### src/rtl/uart_rx.sv
// uart_rx: 8N1-style UART receiver (DATA_WIDTH data bits, no parity) with AXI-Stream output and error pulses.
module uart_rx #(
    parameter int DATA_WIDTH = 8
) (
    input  logic                  clk,
    input  logic                  rst,
    output logic [DATA_WIDTH-1:0] m_axis_tdata,
    output logic                  m_axis_tvalid,
    input  logic                  m_axis_tready,
    input  logic                  rxd,
    output logic                  busy,
    output logic                  overrun_error,
    output logic                  frame_error,
    input  logic [15:0]           prescale
);
    typedef enum logic [1:0] {IDLE, START, DATA, STOP} state_t;

    state_t                state_q, state_d;
    logic                  rxd_m_q, rxd_s_q;
    logic                  armed_q, armed_d;
    logic [18:0]           timer_q, timer_d, period_q, period_d;
    logic [3:0]            bit_cnt_q, bit_cnt_d;
    logic [DATA_WIDTH-1:0] shift_q, shift_d, tdata_q, tdata_d;
    logic [DATA_WIDTH:0]   shift_ext;
    logic                  tvalid_q, tvalid_d, overrun_q, overrun_d, frame_q, frame_d;
    logic                  tick;

    assign tick      = timer_q == 19'd0;
    assign shift_ext = {rxd_s_q, shift_q};

    always_comb begin
        state_d   = state_q;
        armed_d   = 1'b0;
        timer_d   = (state_q != IDLE && !tick) ? timer_q - 19'd1 : timer_q;
        period_d  = period_q;
        bit_cnt_d = bit_cnt_q;
        shift_d   = shift_q;
        tdata_d   = tdata_q;
        tvalid_d  = tvalid_q && !m_axis_tready;
        overrun_d = 1'b0;
        frame_d   = 1'b0;
        case (state_q)
            IDLE: begin
                armed_d = armed_q | rxd_s_q;
                if (armed_q && !rxd_s_q && prescale != 16'd0) begin
                    state_d  = START;
                    armed_d  = 1'b0;
                    period_d = {prescale, 3'b000};
                    timer_d  = {1'b0, prescale, 2'b00} - 19'd1;
                end
            end
            START: begin
                if (tick) begin
                    state_d   = rxd_s_q ? IDLE : DATA;
                    timer_d   = period_q - 19'd1;
                    bit_cnt_d = 4'(DATA_WIDTH);
                end
            end
            DATA: begin
                if (tick) begin
                    shift_d   = shift_ext[DATA_WIDTH:1];
                    bit_cnt_d = bit_cnt_q - 4'd1;
                    timer_d   = period_q - 19'd1;
                    state_d   = (bit_cnt_q == 4'd1) ? STOP : DATA;
                end
            end
            STOP: begin
                if (tick) begin
                    state_d = IDLE;
                    // a handshake in the same cycle frees the slot, so only an unconsumed word is overrun
                    if (rxd_s_q) begin
                        tdata_d   = shift_q;
                        tvalid_d  = 1'b1;
                        overrun_d = tvalid_q && !m_axis_tready;
                    end else begin
                        frame_d = 1'b1;
                    end
                end
            end
            default: state_d = IDLE;
        endcase
    end

    always_ff @(posedge clk or posedge rst) begin
        if (rst) begin
            rxd_m_q   <= 1'b1;
            rxd_s_q   <= 1'b1;
            state_q   <= IDLE;
            armed_q   <= 1'b0;
            timer_q   <= '0;
            period_q  <= '0;
            bit_cnt_q <= '0;
            shift_q   <= '0;
            tdata_q   <= '0;
            tvalid_q  <= 1'b0;
            overrun_q <= 1'b0;
            frame_q   <= 1'b0;
        end else begin
            rxd_m_q   <= rxd;
            rxd_s_q   <= rxd_m_q;
            state_q   <= state_d;
            armed_q   <= armed_d;
            timer_q   <= timer_d;
            period_q  <= period_d;
            bit_cnt_q <= bit_cnt_d;
            shift_q   <= shift_d;
            tdata_q   <= tdata_d;
            tvalid_q  <= tvalid_d;
            overrun_q <= overrun_d;
            frame_q   <= frame_d;
        end
    end

    assign m_axis_tdata  = tdata_q;
    assign m_axis_tvalid = tvalid_q;
    assign busy          = state_q != IDLE;
    assign overrun_error = overrun_q;
    assign frame_error   = frame_q;
endmodule

### config.mk
export PLATFORM = sky130hd
export DESIGN_NAME = uart_rx
export DESIGN_NICKNAME = d
export VERILOG_FILES = /design/src/rtl/uart_rx.sv
export SDC_FILE = /design/constraint.sdc
export NUM_CORES = 1
export LEC_CHECK = 0
export BUFFER_PORTS_ARGS = -buffer_cell sky130_fd_sc_hd__buf_4
export CAP_MARGIN = 0
export CORE_MARGIN = 5
export CORE_UTILIZATION = 54
export CTS_CLUSTER_DIAMETER = 50
export DETAILED_ROUTE_END_ITERATION = 16
export PLACE_DENSITY = 0.76
export SLEW_MARGIN = 20
export SYNTH_ARGS = -nofsm -noshare
export SYNTH_HDL_FRONTEND = slang
export SYNTH_SLANG_ARGS = --single-unit
### constraint.sdc
create_clock -name clk -period 2 [get_ports clk]
set_clock_uncertainty 0.1 [all_clocks]
set_input_delay 0.1 -clock clk [delete_from_list [all_inputs] [get_ports clk]]
set_output_delay 0.1 -clock clk [all_outputs]
set_load 0.02 [all_outputs]
## Word level (Yosys, flattened, before mapping)

Cells that the tools add are included.

- $add $sub $neg: 4
- Eq/ne operators: 8
- Multiplexer cells: 25
- Bitwise operators: 1
- Reductions and logical operators: 18

Operators by type and width:

| operator | count |
|---|---|
| $mux W19 | 3 |
| $pmux W19 S2 | 1 |
| $sub A19 B1 Y19 const B | 2 |
| $logic_not A19 Y1 | 1 |
| $sub A18 B1 Y19 const B | 1 |
| $reduce_bool A16 Y1 | 1 |
| $mux W1 | 12 |
| $mux W2 | 5 |
| $mux W4 | 2 |
| $ne A2 B2 Y1 const B | 4 |
| $pmux W2 S4 | 1 |
| $pmux W4 S2 | 1 |
| $reduce_and A3 Y1 | 2 |
| $eq A2 B2 Y1 const B | 2 |
| $eq A4 B1 Y1 const B | 1 |
| $logic_and A1 B1 Y1 | 4 |
| $reduce_and A2 Y1 | 2 |
| $reduce_and A4 Y1 | 1 |
| $reduce_bool A2 Y1 | 2 |
| $sub A4 B1 Y4 const B | 1 |
| $logic_not A1 Y1 | 3 |
| $eq A2 B1 Y1 const B | 1 |
| $logic_not A2 Y1 | 1 |
| $reduce_or A2 Y1 | 1 |
| $or A1 B1 Y1 | 1 |

- Bits in registers: 63
- Input port bits: 20
- Word-level logic and storage cells: 68

## Longest topological paths before layout

Gate-level depths: netlist of run 1.

- Depth in word-level cells: 6
- Depth in mapped cells: 9
- Gate-level depth less buffers: 8

## Worst setup path after synthesis of run 1

OpenSTA, ideal clock, no wires.

- Path type: flip-flop to flip-flop
- Start point: register timer_q[3]
- End point: register shift_q[0]
- Library setup time: 0.125 ns
- Arrival: 1.934 ns
- Path slack: -0.159 ns
- Stages on the path, launching flop included: 8
- Buffers on the path: 2
- Clock period less this slack: 2.159 ns
- Cells stage by stage: dfrtp_1 > or4_4 > nor3_4 > and3_1 > buf_6 > nand2_2 > buf_6 > mux2_4

- Longest elaborated chain between the ends: 2

RTL lines:

| element | line | text |
|---|---|---|
| from (decl) | 21 | `logic [18:0] timer_q, timer_d, period_q, period_d;` |
| from (signal assigned) | 103 | `timer_q <= timer_d;` |
| $logic_not A19 Y1 | 28 | `assign tick = timer_q == 19'd0;` |
| $reduce_and A2 Y1 (no line) | n/a |  |
| to (signal assigned) | 106 | `shift_q <= shift_d;` |
| to (decl) | 23 | `logic [DATA_WIDTH-1:0] shift_q, shift_d, tdata_q, tdata_d;` |

No other way between the ends.
A chain may end at the register's enable or synchronous reset.

## Final worst setup path of run 1

- Start point: register timer_q[3]
- End point: register timer_q[18]

- Longest elaborated chain between the ends: 6

RTL lines:

| element | line | text |
|---|---|---|
| parallel branches: the longest is 5 deep, another holds $sub A19 B1 Y19 | n/a |  |
| $pmux W19 S2 (*) | 42 | `case (state_q)` |
| via timer_d[18] | 21 |  |

Mark *: on every way through the listed nets, which the timed path passes.

==> results of run 1 <==
## area by class of cell
cell class              instances  area (um2)  area share (%)
well taps                      80         100            1.93
repair buffers                124        1090            21.1
clock inverters                 7        55.1            1.06
multi-input cells             281        2170            41.9
flip-flops and latches         63        1580            30.5
clock buffers                   9         124            2.39
inverters                      16        60.1            1.16
## tightest hold or removal path: cells and delay by family
kind                      cells  cell delay, ns
and+or+nand+nor               1            0.06
AOI/OAI and AO/OA             1            0.10
buffers and inverters         1            0.11
xor gates and xnor gates      1            0.07
## logic make-up (layout without fill, tap and decap cells)
logic type	count (synthesis)	count (layout)	share of synthesized area [%]
xor gates and xnor gates	38	38	8.95
muxes	29	29	9.39
buffers and inverters	28	156	3.77
AOI/OAI and AO/OA	64	64	11.3
adders and majority gates	10	10	3.37
and+or+nand+nor	137	140	20.7
DFF	63	63	42.5
## power breakdown
group / internal (uW) / total (uW) / switching (uW)
Sequential: 1280 / 1280 / 3.45
Combinational: 76.9 / 166 / 88.7
Clock: 462 / 1050 / 584
## stage by stage
step	hold slack (ns)	TNS, ns
4_1_cts	0.0276	-8.85
3_3_place_gp	0.0939	-5.21
3_5_place_dp	0.104	-7.63
2_1_floorplan	0.00448	-3.41
6_report	0.0527	-11.50
5_1_grt	0.0878	-13.25
## placed cells by master, fill, tap and decap left out, drive strengths merged, types with 13 or more instances in the layout
| master | instances |
|---|---|
| dlygate4sd3 | 17 |
| mux2 | 29 |
| dfrtp | 61 |
| nor3 | 17 |
| nand2 | 31 |
| xnor2 | 14 |
| nor2 | 30 |
| buf | 104 |
| nand3 | 13 |
| a21oi | 17 |
| inv | 19 |
| o21ai | 17 |
| xor2 | 24 |
## repair_timing
item,4_1_cts,5_1_grt
setup buffers,0,4
setup endpoints to repair,41,57
gates cloned,0,7
hold buffers,17,0
pin swaps,0,8
resized for setup,0,48
endpoints found under the hold margin,78,0
## routing by layer
| layer | up-vias | wire length (um) | global-route usage, % |
|---|---|---|---|
| li1 | 1584 | - | - |
| met1 | 1776 | 4700 | 30.9 |
| met2 | 251 | 5890 | 41.5 |
| met3 | 65 | 949 | 3.22 |
| met4 | 0 | 578 | 10.4 |
| met5 | - | 0 | 0 |
## state kept, by name (all words and copies together) (netlist names), named ones only
signal / cells
rxd_m_q: 1
bit_cnt_q: 4
period_q: 16
state_q: 1
overrun_error: 1
m_axis_tvalid: 1
shift_q: 8
rxd_s_q: 1
m_axis_tdata: 8
frame_error: 1
armed_q: 1
timer_q: 19
## path summary, 6_finish.rpt
| path | startpoint | endpoint | slack, ns | cells past startpoint |
|---|---|---|---|---|
| setup / recovery | timer_q[3] | timer_q[18] | -0.33 | 6 |
| hold / removal | prescale[12] | timer_q[14] | 0.05 | 4 |
| setup reg to reg | timer_q[3] | timer_q[18] | -0.33 | 6 |
| hold reg to reg | rxd_m_q | rxd_s_q | 0.27 | 0 |
| max in group asynchronous | rst | rxd_s_q | 1.22 | 4 |
| min in group asynchronous | rst | period_q[5] | 0.28 | 4 |
==> run metrics, run 1 <==
share of cells above drive strength 1 38.6%; Max Slew Vio Count 0; Primary FF master, synth dfrtp_1; GPL Wtd Cong 0.868; routed wire length 12.1 mm; Worst-path clk slew 0.09 ns; Syn Inst Count 369; IO Pins 32; RSZ-0062 raised after global routing true; most frequent cell after synthesis dfrtp_1; largest net degree at the start of global routing 64; initial antenna violation count 0; die width 93.0 um; Cell Area, Placed 4520 um2; non-filler cells, final 580; Pwr Total 2490 uW; family with the most delay on the worst path simple AND/OR/NAND/NOR gates; post-route ant nets 0; fin crit period 2.33 ns; area grow syn2layout 39.4%; CP Capture Type flop; synth unique cells 54; crit share post-route 117%; Pre-Repair DR Iteration Count 6; status finished, violations left; CTS tree done; Critical Path Max Stage Delay 0.58 ns; Critical Path AT 2.43 ns; failing checks setup timing; core footprint 6760 um2; CTS root buf clkbuf_8; CP max stage cell or4_4; global-route wire length before repair 16.7 mm; Async SR Flop Fraction 100%; Layout fillers 382; commonest cells in the netlist 61 x dfrtp_1, 30 x nor2_1, 29 x nand2_1, 24 x xor2_1, 23 x mux2_2; htree depth 3; GRT Total Usage 24.3%; Clock Path Buffers 2; initial DRC count 529; worst path buffer plus inverter count 0; Critical Path RT 2.10 ns; drt via density 6.34; power per cell area 481 nW/um2; crit-path cells or4_4 -> nor3_4 -> nand2_1 -> or4b_1 -> nand3b_1 -> o221ai_1; Max-Cap Viols 0; Synth warnings 0; die area 8640 um2; Synth Cell Area 3720 um2; via count 3676; Slew @ Worst Pin 0.571 ns; Syn Nets 399; Avg Cell Area, Syn 10.1 um2; port bufs 31; final-report hold violation count 0; CP Launch Type flop; fin util 76.7%; Worst IR Drop VDD 0.488 mV; Ant. Diodes 0; drt wl/cell 20.9 um; Slew HR 62.0%; synth top area cells dfrtp_1 41%, mux2_2 7.0%, xor2_1 5.7%; Max Freq 428 MHz; CTS sink cnt 63; dpl cells 536; Post-DP HPWL 6.68 mm; setup slack at placement -0.238 ns; TritonCTS Buffers 9; Starting Density 55.0%; grt total ovfl 0; # nets final 525; Yosys top cell area share 41.1%; Finished Cell Area 5180 um2; Placement Rows 30; Synth area leader dfrtp_1; die height 93.0 um; HP Class input pin to flop; Final setup violation count 44; critical path class flop to flop; post-synthesis sequential area ratio 42.5%; Skew-Pair Late Insertion Delay 0.35 ns; Worst Path Max Fanout 6; DR DRC count 0; vias in the first global route 3454; setup ws final -0.334 ns; Post-synth EDFFs 0; Yosys reg bits 63; Pleak 0.00240 uW
Note: power is estimated with default switching activity, not from simulation.
==> run 2, diff against run 1 <==
--- a/config.mk
+++ b/config.mk
@@ -8,10 +8,9 @@
 export BUFFER_PORTS_ARGS = -buffer_cell sky130_fd_sc_hd__buf_4
 export CAP_MARGIN = 0
 export CORE_MARGIN = 5
-export CORE_UTILIZATION = 54
+export CORE_UTILIZATION = 40
 export CTS_CLUSTER_DIAMETER = 50
 export DETAILED_ROUTE_END_ITERATION = 16
-export PLACE_DENSITY = 0.76
 export SLEW_MARGIN = 20
 export SYNTH_ARGS = -nofsm -noshare
 export SYNTH_HDL_FRONTEND = slang
==> run metrics, run 2 (synthesized netlist as in run 1, its figures left out) <==
Finished Cell Area 5250 um2 (+1.4%); Slew @ Worst Pin 0.652 ns (+0.0811 ns); Slew HR 56.5% (-5.5 points); Post-DP HPWL 6.72 mm (+0.59%); Clk pwr share 43.4% (+1.4 points); initial DRC count 87 (-84%); die area 11300 um2 (+31%); Worst Hold Margin 0.0403 ns (-0.0125 ns); fin crit period 2.25 ns (-0.0886 ns); Max-Cap Viols 0 (unchanged); Comb pwr share 6.1% (-0.5 points); Placement Rows 35 (+17%); Critical Path RT 2.13 ns (+0.03 ns); core footprint 9150 um2 (+35%); Layout fillers 756 (+98%); commonest cells after routing, fill and taps aside 94 x buf_4, 61 x dfrtp_1, 28 x nand2_1; HP Class input pin to flop; Ant. Diodes 0 (unchanged); CP Capture Type flop; Cell Area, Placed 4600 um2 (+1.6%); Sw Share 23.8% (-3.3 points); Starting Density 40.6% (-14 points); Worst IR Drop VDD 0.276 mV (-43%); port bufs 31 (unchanged); Worst Hold Endpoint period_q[13]; biggest regs timer_q x19, period_q x16; crit share post-route 112% (-4.4 points); Pre-Repair DR Iteration Count 4 (-2); R2R setup slack -0.25 ns (+0.09 ns); hold_sp prescale[10]; most common cell after layout, fill and taps aside buf_4; sequential power share 50.5% (-0.9 points); die width 106 um (+14%); RSZ-0062 raised after global routing true; Max Freq 445 MHz (+3.9%); largest net degree at the start of global routing 34 (-47%); P_sw 604 uW (-11%); Pleak 0.00239 uW (-0.43%); Critical Path Max Stage Delay 0.55 ns (-0.03 ns); Worst-path clk slew 0.07 ns (-0.02 ns); Skew-Pair Late Insertion Delay 0.35 ns (about the same); CP max stage cell or4_4; CTS sink cnt 63 (unchanged); worst r2r src timer_q[3]; post-route ant nets 0 (unchanged); Clock Path Buffers 2 (unchanged); Worst Path Max Fanout 6 (unchanged); final-report hold violation count 0 (unchanged); TritonCTS Buffers 9 (unchanged); power per cell area 483 nW/um2 (+0.42%); crit-path cells or4_4 -> nor3_4 -> and3_4 -> buf_12 -> a2bb2oi_4 -> a21oi_2 -> a41o_1; GPL Wtd Cong 0.856 (-1.4%); die height 106 um (+14%); cells on worst reg2reg path 7 (+1); CTS root buf clkbuf_8; DR DRC count 0 (unchanged); GRT Total Usage 17.4% (-6.9 points); drt via density 5.32 (-16%); grt total ovfl 0 (unchanged); # nets final 523 (-0.38%); Pwr Total 2540 uW (+1.8%); failing checks setup timing; setup ws final -0.246 ns (+0.0886 ns); share of cells above drive strength 1 40.8% (+2.2 points); htree depth 3 (unchanged); Final setup violation count 41 (-6.8%); initial antenna violation count 0 (unchanged); internal power 1930 uW (+6.5%); Critical Path AT 2.38 ns (-0.05 ns); max reg flops 19 (unchanged); drt wl/cell 15.7 um (-25%); routed wire length 9.59 mm (-21%); CP Launch Type flop; CTS tree done; Largest Register timer_q; status finished, violations left; global-route wire length before repair 15.9 mm (-4.8%); critical path class flop to flop; Max Slew Vio Count 0 (unchanged); area grow syn2layout 41.3%; IO Pins 32 (unchanged); via count 3239 (-12%); hold depth 3 (-1); vias in the first global route 3268 (-5.4%)
==> run 2: cell types whose count changed in the layout (fill, tap and decap cells not counted), moves of 3 or more <==
| cell | before | now |
|---|---|---|
| o22ai_1 | 11 | 1 |
| o22ai_2 | 1 | 11 |
| o21ai_0 | 7 | 11 |
| clkbuf_16 | 3 | 0 |
| o21ai_2 | 7 | 4 |
==> run 2: area by class of cell <==
cell class / instances / area (um2) / area share (%)
clock buffers: 11 / 131 / 2.50
clock inverters: 5 / 57.6 / 1.10
inverters: 16 / 60.1 / 1.14
multi-input cells: 281 / 2250 / 42.8
flip-flops and latches: 63 / 1580 / 30.1
well taps: 111 / 139 / 2.64
repair buffers: 122 / 1040 / 19.7
==> run 2: what timing repair did <==
action | 4_1_cts | 5_1_grt
hold buffers | 16 | 0
gates cloned | 2 | 1
buffers inserted | 0 | 4
pin swaps | 1 | 10
endpoints found under the setup margin | 41 | 57
endpoints found under the hold margin | 44 | 0
gates resized for setup | 19 | 36
==> run 2: critical path: cells and delay by family, from the launching register on <==
family                 cells  cell delay [ns]
AOI/OAI and AO/OA          3             0.45
and+or+nand+nor            3             1.08
DFF                        1             0.38
buffers and inverters      1             0.15
==> run 2: worst max-delay path by stage <==
stage | startpoint | end | slack, ns | cells past startpoint
global route | timer_q[3] | timer_q[12] | -0.33 | 6
CTS | timer_q[3] | timer_q[18] | -0.22 | 6
floorplan | timer_q[3] | timer_q[5] | -0.15 | 6
finish | timer_q[3] | flop | -0.25 | 7
global placement | timer_q[3] | timer_q[14] | -0.20 | 6
detailed placement | timer_q[3] | timer_q[14] | -0.24 | 6
==> run 2: through the flow <==
stage	TNS [ns]	worst slack [ns]	std cells	utilization, %
3_5_place_dp	-7.63	-0.238	570	50.2
2_1_floorplan	-3.41	-0.155	369	-
4_1_cts	-6.30	-0.216	604	54.9
3_3_place_gp	-6.07	-0.196	570	50.2
5_1_grt	-10.60	-0.330	609	57.4
6_report	-7.40	-0.246	609	57.4
==> run 2: metal layers <==
metal,global-route usage (%),vias to the layer above,part of all wire [%]
li1,-,1573,-
met1,23.3,1604,46
met2,28.4,51,49
met3,3.95,11,3.5
met4,4.72,0,1.4
met5,0,-,0
==> run 2: power by group through the flow <==
| stage | sequential [uW] | combinational (uW) | clock, uW |
|---|---|---|---|
| 2_1_floorplan | 1310 | 48.2 | 0 |
| 3_3_place_gp | 1310 | 129 | 0 |
| 3_5_place_dp | 1310 | 131 | 0 |
| 4_1_cts | 1280 | 156 | 1120 |
| 5_1_grt | 1280 | 171 | 1190 |
| 6_report | 1280 | 154 | 1100 |
==> run 3, diff against run 2 <==
--- a/config.mk
+++ b/config.mk
@@ -5,12 +5,13 @@
 export SDC_FILE = /design/constraint.sdc
 export NUM_CORES = 1
 export LEC_CHECK = 0
-export BUFFER_PORTS_ARGS = -buffer_cell sky130_fd_sc_hd__buf_4
+export BUFFER_PORTS_ARGS = -buffer_cell sky130_fd_sc_hd__buf_2
 export CAP_MARGIN = 0
 export CORE_MARGIN = 5
 export CORE_UTILIZATION = 40
 export CTS_CLUSTER_DIAMETER = 50
 export DETAILED_ROUTE_END_ITERATION = 16
+export SETUP_SLACK_MARGIN = 0.15
 export SLEW_MARGIN = 20
 export SYNTH_ARGS = -nofsm -noshare
 export SYNTH_HDL_FRONTEND = slang
==> run metrics, run 3 (synthesized netlist as in run 1, its figures left out) <==
family with the most delay on the worst path simple AND/OR/NAND/NOR gates; biggest regs timer_q x19, period_q x16; largest net degree at the start of global routing 34 (unchanged); Critical Path RT 2.11 ns (-0.02 ns); CTS tree done; worst path buffer plus inverter count 1 (unchanged); Cell Area, Placed 4640 um2 (+1.0%); setup ws final -0.259 ns (-0.0138 ns); Ant. Diodes 0 (unchanged); most common cell after layout, fill and taps aside buf_4; max reg flops 19 (unchanged); CTS sink cnt 63 (unchanged); Max Freq 443 MHz (-0.61%); TritonCTS Buffers 9 (unchanged); Final setup violation count 40 (-2.4%); GRT Total Usage 18.5% (+1.1 points); Worst IR Drop VDD 0.408 mV (+48%); post-route ant nets 0 (unchanged); CTS root buf clkbuf_8; CP Capture Type flop; crit share post-route 113% (+0.69 points); commonest cells after routing, fill and taps aside 89 x buf_4, 61 x dfrtp_1, 31 x buf_2; fin crit period 2.26 ns (+0.0138 ns); Skew-Pair Late Insertion Delay 0.36 ns (about the same); Pleak 0.00239 uW (+0.13%); global-route wire length before repair 16.6 mm (+4.9%); Post-DP HPWL 7.41 mm (+10%); routed wire length 9.98 mm (+4.0%); Layout fillers 822 (+8.7%); GPL Wtd Cong 0.851 (-0.61%); CP max stage cell or4_4; die area 11300 um2 (unchanged); Slew @ Worst Pin 0.430 ns (-0.221 ns); Clock Path Buffers 2 (unchanged); htree depth 3 (unchanged); final-report hold violation count 0 (unchanged); power per cell area 491 nW/um2 (+1.6%); Worst-path clk slew 0.08 ns (about the same); Pre-Repair DR Iteration Count 4 (unchanged); drt wl/cell 16.0 um (+1.8%); Worst Path Max Fanout 4 (-2); failing checks setup timing; die height 106 um (unchanged); status finished, violations left; critical path class flop to flop; non-filler cells, final 622 (+2.1%); Placement Rows 35 (unchanged); initial antenna violation count 0 (unchanged); port bufs 31 (unchanged); core footprint 9150 um2 (unchanged); DR DRC count 0 (unchanged); die width 106 um (unchanged); dpl cells 588 (+3.2%); share of cells above drive strength 1 39.5% (-1.2 points); area grow syn2layout 36.2%; HP Class input pin to flop; setup TNS -6.00 ns (+1.40 ns); CP Launch Type flop; Max Slew Vio Count 0 (unchanged); via count 3265 (+0.80%); Slew HR 71.3% (+15 points); Finished Cell Area 5060 um2 (-3.6%); initial DRC count 170 (+95%); Critical Path Max Stage Delay 0.56 ns (about the same); crit-path cells or4_4 -> nor3_4 -> buf_6 -> nand2_1 -> or4b_1 -> nand3b_1 -> o221ai_1; Critical Path AT 2.37 ns (about the same); # nets final 536 (+2.5%); Max-Cap Viols 0 (unchanged); IO Pins 32 (unchanged); Starting Density 40.6% (unchanged); vias in the first global route 3438 (+5.2%); RSZ-0062 raised after global routing true; drt via density 5.25 (-1.3%); grt total ovfl 0 (unchanged); Largest Register timer_q
==> run 3: layout make-up <==
type | instances | area (um2) | area share (%)
clock buffer | 9 | 124 | 2.45
clock inverter | 7 | 55.1 | 1.09
inverter | 16 | 60.1 | 1.19
multi-input combinational | 279 | 2080 | 41.1
sequential | 63 | 1580 | 31.2
tap | 111 | 139 | 2.74
timing repair buffer | 137 | 1030 | 20.3
==> run 3: what timing repair did <==
action	in CTS	in global routing
resized for setup	8	9
endpoints found under the setup margin	44	60
pin swaps	5	2
endpoints found under the hold margin	47	0
buffers inserted	4	2
gates cloned	1	0
hold buffers	11	0
==> run 3: layer usage <==
| layer | wire length (um) | track usage (%) |
|---|---|---|
| met5 | 0 | 0 |
| met3 | 171 | 2.55 |
| met2 | 5080 | 32.7 |
| met4 | 114 | 5.92 |
| met1 | 4610 | 23.2 |
==> run 3: worst paths after layout <==
check,startpoint,endpoint,slack (ns),cells past startpoint
worst min register to register,rxd_m_q,rxd_s_q,0.26,0
max in group asynchronous,rst,timer_q[9],0.98,4
worst max register to register,timer_q[3],timer_q[18],-0.26,7
min in group asynchronous,rst,shift_q[5],0.11,3
worst max-delay path,timer_q[3],timer_q[18],-0.26,7
worst min-delay path,prescale[12],period_q[15],0.006,3
==> run 3: where the power goes <==
| group | internal (uW) | switching (uW) | total (uW) |
|---|---|---|---|
| combinational | 63.5 | 77.6 | 141 |
| clock | 464 | 598 | 1060 |
| sequential | 1280 | 3.08 | 1280 |
| total | 1810 | 679 | 2480 |
==> run 3: metrics by stage <==
stage | hold slack (ns) | utilization (%) | setup slack, ns | total power (uW)
3_5_place_dp | -0.0492 | 50.7 | -0.222 | 1430
5_1_grt | 0.00986 | 55.3 | -0.325 | 2570
2_1_floorplan | 0.00448 | - | -0.154 | 1350
4_1_cts | 0.00000155 | 54.6 | -0.243 | 2500
6_report | 0.00558 | 55.3 | -0.259 | 2480
3_3_place_gp | -0.0503 | 50.7 | -0.170 | 1430
==> run 3: worst reg2reg max path: stages, from the launching register on <==
cell and delay (ns):
dfrtp_1 0.38, or4_4 0.56, nor3_4 0.18, buf_6 0.13, nand2_1 0.04, or4b_1 0.50, nand3b_1 0.11, o221ai_1 0.12
